$ cat src/rtl/hilo_muldiv.sv
// HI/LO multiply/divide unit for the MIPS EX stage.
// Fixed-latency multiply, 34-cycle restoring divide, MTHI/MTLO.
module hilo_muldiv #(
  parameter int MUL_CYCLES = 3
) (
  input  logic        clk,
  input  logic        rst_n,
  input  logic        start,
  input  logic [2:0]  op,
  input  logic [31:0] rs_data,
  input  logic [31:0] rt_data,
  input  logic        flush,
  output logic [31:0] hi,
  output logic [31:0] lo,
  output logic        busy,
  output logic        done
);

  typedef enum logic [1:0] {
    S_IDLE,
    S_MUL,
    S_DIV
  } state_e;

  localparam logic [5:0] MulLast = 6'(MUL_CYCLES - 1);
  localparam logic [5:0] DivLast = 6'd33;

  state_e      state_q, state_d;
  logic [5:0]  cnt_q, cnt_d;
  logic [31:0] opa_q, opa_d;
  logic [31:0] opb_q, opb_d;
  logic        sgn_q, sgn_d;
  logic        nq_q, nq_d;
  logic        nr_q, nr_d;
  logic [31:0] quo_q, quo_d;
  logic [31:0] rem_q, rem_d;
  logic [31:0] hi_q, hi_d;
  logic [31:0] lo_q, lo_d;
  logic        done_q, done_d;

  logic        accept;
  logic        a_neg, b_neg;
  logic [63:0] ma, mb, prod;
  logic [31:0] a_mag, b_mag;
  logic [32:0] rem_sh, diff;

  assign accept = start & ~flush & (state_q == S_IDLE);

  assign a_neg = sgn_q & opa_q[31];
  assign b_neg = sgn_q & opb_q[31];
  assign ma    = {{32{a_neg}}, opa_q};
  assign mb    = {{32{b_neg}}, opb_q};
  assign prod  = ma * mb;

  assign a_mag = a_neg ? -opa_q : opa_q;
  assign b_mag = b_neg ? -opb_q : opb_q;

  // opb_q holds the divisor magnitude once setup has run
  assign rem_sh = {rem_q, quo_q[31]};
  assign diff   = rem_sh - {1'b0, opb_q};

  always_comb begin
    state_d = state_q;
    cnt_d   = cnt_q;
    opa_d   = opa_q;
    opb_d   = opb_q;
    sgn_d   = sgn_q;
    nq_d    = nq_q;
    nr_d    = nr_q;
    quo_d   = quo_q;
    rem_d   = rem_q;
    hi_d    = hi_q;
    lo_d    = lo_q;
    done_d  = 1'b0;
    if (flush && state_q != S_IDLE) begin
      state_d = S_IDLE;
      cnt_d   = '0;
    end else begin
      unique case (state_q)
        S_IDLE: begin
          if (accept) begin
            unique case (op)
              3'b000, 3'b001: begin
                state_d = S_MUL;
                cnt_d   = '0;
                opa_d   = rs_data;
                opb_d   = rt_data;
                sgn_d   = ~op[0];
              end
              3'b010, 3'b011: begin
                state_d = S_DIV;
                cnt_d   = '0;
                opa_d   = rs_data;
                opb_d   = rt_data;
                sgn_d   = ~op[0];
              end
              3'b100: begin
                hi_d   = rs_data;
                done_d = 1'b1;
              end
              3'b101: begin
                lo_d   = rs_data;
                done_d = 1'b1;
              end
              default: ;
            endcase
          end
        end
        S_MUL: begin
          cnt_d = cnt_q + 6'd1;
          if (cnt_q == MulLast) begin
            hi_d    = prod[63:32];
            lo_d    = prod[31:0];
            done_d  = 1'b1;
            state_d = S_IDLE;
            cnt_d   = '0;
          end
        end
        S_DIV: begin
          cnt_d = cnt_q + 6'd1;
          if (cnt_q == 6'd0) begin
            quo_d = a_mag;
            rem_d = '0;
            opb_d = b_mag;
            nq_d  = a_neg ^ b_neg;
            nr_d  = a_neg;
          end else if (cnt_q == DivLast) begin
            if (opb_q == '0) begin
              lo_d = 32'hFFFF_FFFF;
              hi_d = opa_q;
            end else begin
              lo_d = nq_q ? -quo_q : quo_q;
              hi_d = nr_q ? -rem_q : rem_q;
            end
            done_d  = 1'b1;
            state_d = S_IDLE;
            cnt_d   = '0;
          end else begin
            if (!diff[32]) begin
              rem_d = diff[31:0];
              quo_d = {quo_q[30:0], 1'b1};
            end else begin
              rem_d = rem_sh[31:0];
              quo_d = {quo_q[30:0], 1'b0};
            end
          end
        end
        default: begin
          state_d = S_IDLE;
          cnt_d   = '0;
        end
      endcase
    end
  end

  always_ff @(posedge clk or negedge rst_n) begin
    if (!rst_n) begin
      state_q <= S_IDLE;
      cnt_q   <= '0;
      opa_q   <= '0;
      opb_q   <= '0;
      sgn_q   <= 1'b0;
      nq_q    <= 1'b0;
      nr_q    <= 1'b0;
      quo_q   <= '0;
      rem_q   <= '0;
      hi_q    <= '0;
      lo_q    <= '0;
      done_q  <= 1'b0;
    end else begin
      state_q <= state_d;
      cnt_q   <= cnt_d;
      opa_q   <= opa_d;
      opb_q   <= opb_d;
      sgn_q   <= sgn_d;
      nq_q    <= nq_d;
      nr_q    <= nr_d;
      quo_q   <= quo_d;
      rem_q   <= rem_d;
      hi_q    <= hi_d;
      lo_q    <= lo_d;
      done_q  <= done_d;
    end
  end

  assign hi   = hi_q;
  assign lo   = lo_q;
  assign busy = (state_q != S_IDLE);
  assign done = done_q;

endmodule

$ cat config.mk
export PLATFORM = sky130hd
export DESIGN_NAME = hilo_muldiv
export DESIGN_NICKNAME = d
export VERILOG_FILES = /design/src/rtl/hilo_muldiv.sv
export SDC_FILE = /design/constraint.sdc
export NUM_CORES = 2
export LEC_CHECK = 0
export ABC_AREA = 1
export CORE_MARGIN = 8
export CORE_UTILIZATION = 53
export DETAILED_ROUTE_END_ITERATION = 12
export PLACE_DENSITY = 0.79
export SLEW_MARGIN = 10
export SYNTH_ARGS = -nofsm -noshare
export SYNTH_HDL_FRONTEND = slang
export SYNTH_SLANG_ARGS = --single-unit
export TNS_END_PERCENT = 50
$ cat constraint.sdc
create_clock -name clk -period 11.8 [get_ports clk]
set_input_delay 1.77 -clock clk [delete_from_list [all_inputs] [get_ports clk]]
set_output_delay 1.77 -clock clk [all_outputs]
set_load 0.02 [all_outputs]
==> metrics <==
slowest cell delay on critical path=0.86 ns; clk slew on worst S/H paths=0.07 ns; RSZ-0062 raised after global routing=false; detailed placement HPWL=157000 um; DR vias=49215; FFs w/ async S/R, synth=1.00; Fin. Hold Viols=0; worst-skew pair later-pin latency=0.61 ns; IO Pins=137; floorplan row count=118; core area=104000 um2; initial core utilization=0.535; largest net degree at the start of global routing=92; TritonRoute pass-1 iters=9; global route total overflow=0; final WL=191000 um; Mapped Avg Cell Area=7.45 um2; period utilization=0.794; Slowest-stage cell, CP=fa_1; R2R cell count=30; Hold Path Depth=2; I/O Buffers=136; H-tree Lvls=1; Post-synth EDFFs=0; min cycle time layout=9.37 ns; crit-path max FO=38; most frequent cells in the layout=nand2_1, inv_1, fa_1; most frequent CP cell=fa_1; drt initial violations=4975; maxcap violations=0; CP Launch Type=register; R2R Path Start=opa_q[31]; clock skew=0.0238 ns; post-layout worst setup margin=2.43 ns; Mapped Area=55500 um2; GRT Total Usage=0.332; WS Path Type=register to register; CTS resizes=0; fin nets=8800; Die X=340 um; Cell variety after synth=53; area post-placement=57800 um2; commonest non-fill, non-tap cell in the layout=nand2_1; status=finished clean; initial antenna violation count=5; Seq/Total Area, Yosys=0.0919; worst rel slew slack=0.196; final setup fails=0; max-slew violations=0; hold buffer count at CTS=0; Root Driver=clkbuf_16; Ys Warns=0; final instance area=58600 um2; CTS buffer count=24; clock buffer depth=3; Data arrival, critical path=9.91 ns; Worst Hold Class=register to register; CP Launch Point=opa_q[31]; full die area=115000 um2; syn nets=8908; CP Data Required Time=12.34 ns; Die Y=340 um; Setup Total Neg Slack=0 ns; ANT nets after route=0; ys flop type=dfrtp_1; first-pass GRT wire length=299000 um; CP Capture Type=register; pre-CTS setup slack=2.52 ns; Gate Count Post-Synth=7454; Vias per Instance=5.63; vias in the first global route=51302; Hold Crit Start=lo[5]; post-CTS setup buffers=0; f_max=107 MHz; measured slew at the worst slew-check pin=1.19 ns; share of cells above drive strength 1=0.0254; area grow syn2layout=5.56%; WL per Instance=21.9 um; DRC=0; RD Place Congestion=1.06; CTS tree=done; flops & latches, synth=204; clk sinks=204
layout make-up:
type                            count  area [um2]
Clock inverter                     12         145
Multi-Input combinational cell   5018       41900
Fill cell                        9587       45200
Sequential cell                   204        5100
Timing Repair Buffer              225        2030
Inverter                         1873        7030
Tap cell                         1380        1730
Antenna cell                        1        2.50
Clock buffer                       31         687
state kept, by name (all words and copies together), names as in the netlist:
signal,cells
state_q,2
lo,32
rem_q,32
opb_q,32
sgn_q,1
opa_q,32
done,1
nq_q,1
cnt_q,6
nr_q,1
quo_q,32
hi,32
through the flow:
stage | hold WS (ns) | util | cells
global route | 0.522 | 0.565 | 8743
global placement | 0.472 | 0.557 | 8700
floorplan | 0.471 | - | 7454
detailed placement | 0.474 | 0.557 | 8700
finish | 0.492 | 0.565 | 8744
CTS | 0.489 | 0.565 | 8743
cell usage after synthesis (29+ instances only):
master,instances,share of area
nand2_1,1930,0.13
inv_1,1860,0.13
fa_1,1126,0.41
nor2_1,500,0.034
o21ai_0,314,0.028
ha_1,257,0.058
a21oi_1,255,0.023
nand3_1,218,0.020
clkbuf_1,217,0.015
dfrtp_1,204,0.092
buf_1,81,0.0055
xor2_1,81,0.013
o211ai_1,54,0.0073
nand4_1,48,0.0054
buf_2,41,0.0037
nor3_1,41,0.0037
o22ai_1,29,0.0033
cells by family (layout without fill, tap and decap cells):
family,count (synthesis),in the layout,synth area share
other,0,1,0
buffers and inverters,2232,2141,0.154
AOI/OAI and AO/OA,729,729,0.0714
adders and majority gates,1383,1383,0.464
DFF,204,204,0.0919
xor gates and xnor gates,106,106,0.0167
and+or+nand+nor,2800,2800,0.202
path summary, 6_finish.rpt:
check,endpoint,slack [ns]
worst max register to register,hi[27],2.43
worst min-delay path,lo[5],0.49
worst max-delay path,hi[27],2.43
max in group asynchronous,opb_q[12],8.31
min in group asynchronous,state_q[0],1.19
worst min register to register,lo[5],0.49
critical path, delay by kind of cell, from the launching register on:
family | cells | cell delay [ns]
flops | 1 | 0.33
buf+inv | 8 | 1.52
compound gates | 1 | 0.15
simple gates | 12 | 2.51
fa+ha+maj | 9 | 4.77
metal layers:
metal,track usage,vias up,share of wire
li1,-,21546,-
met1,0.425,24337,0.38
met2,0.533,2648,0.46
met3,0.0621,680,0.095
met4,0.185,4,0.069
met5,0,-,0.00012
Power is not shown: default switching activity piles up to over one toggle a cycle in this logic, so the estimate is an artifact.
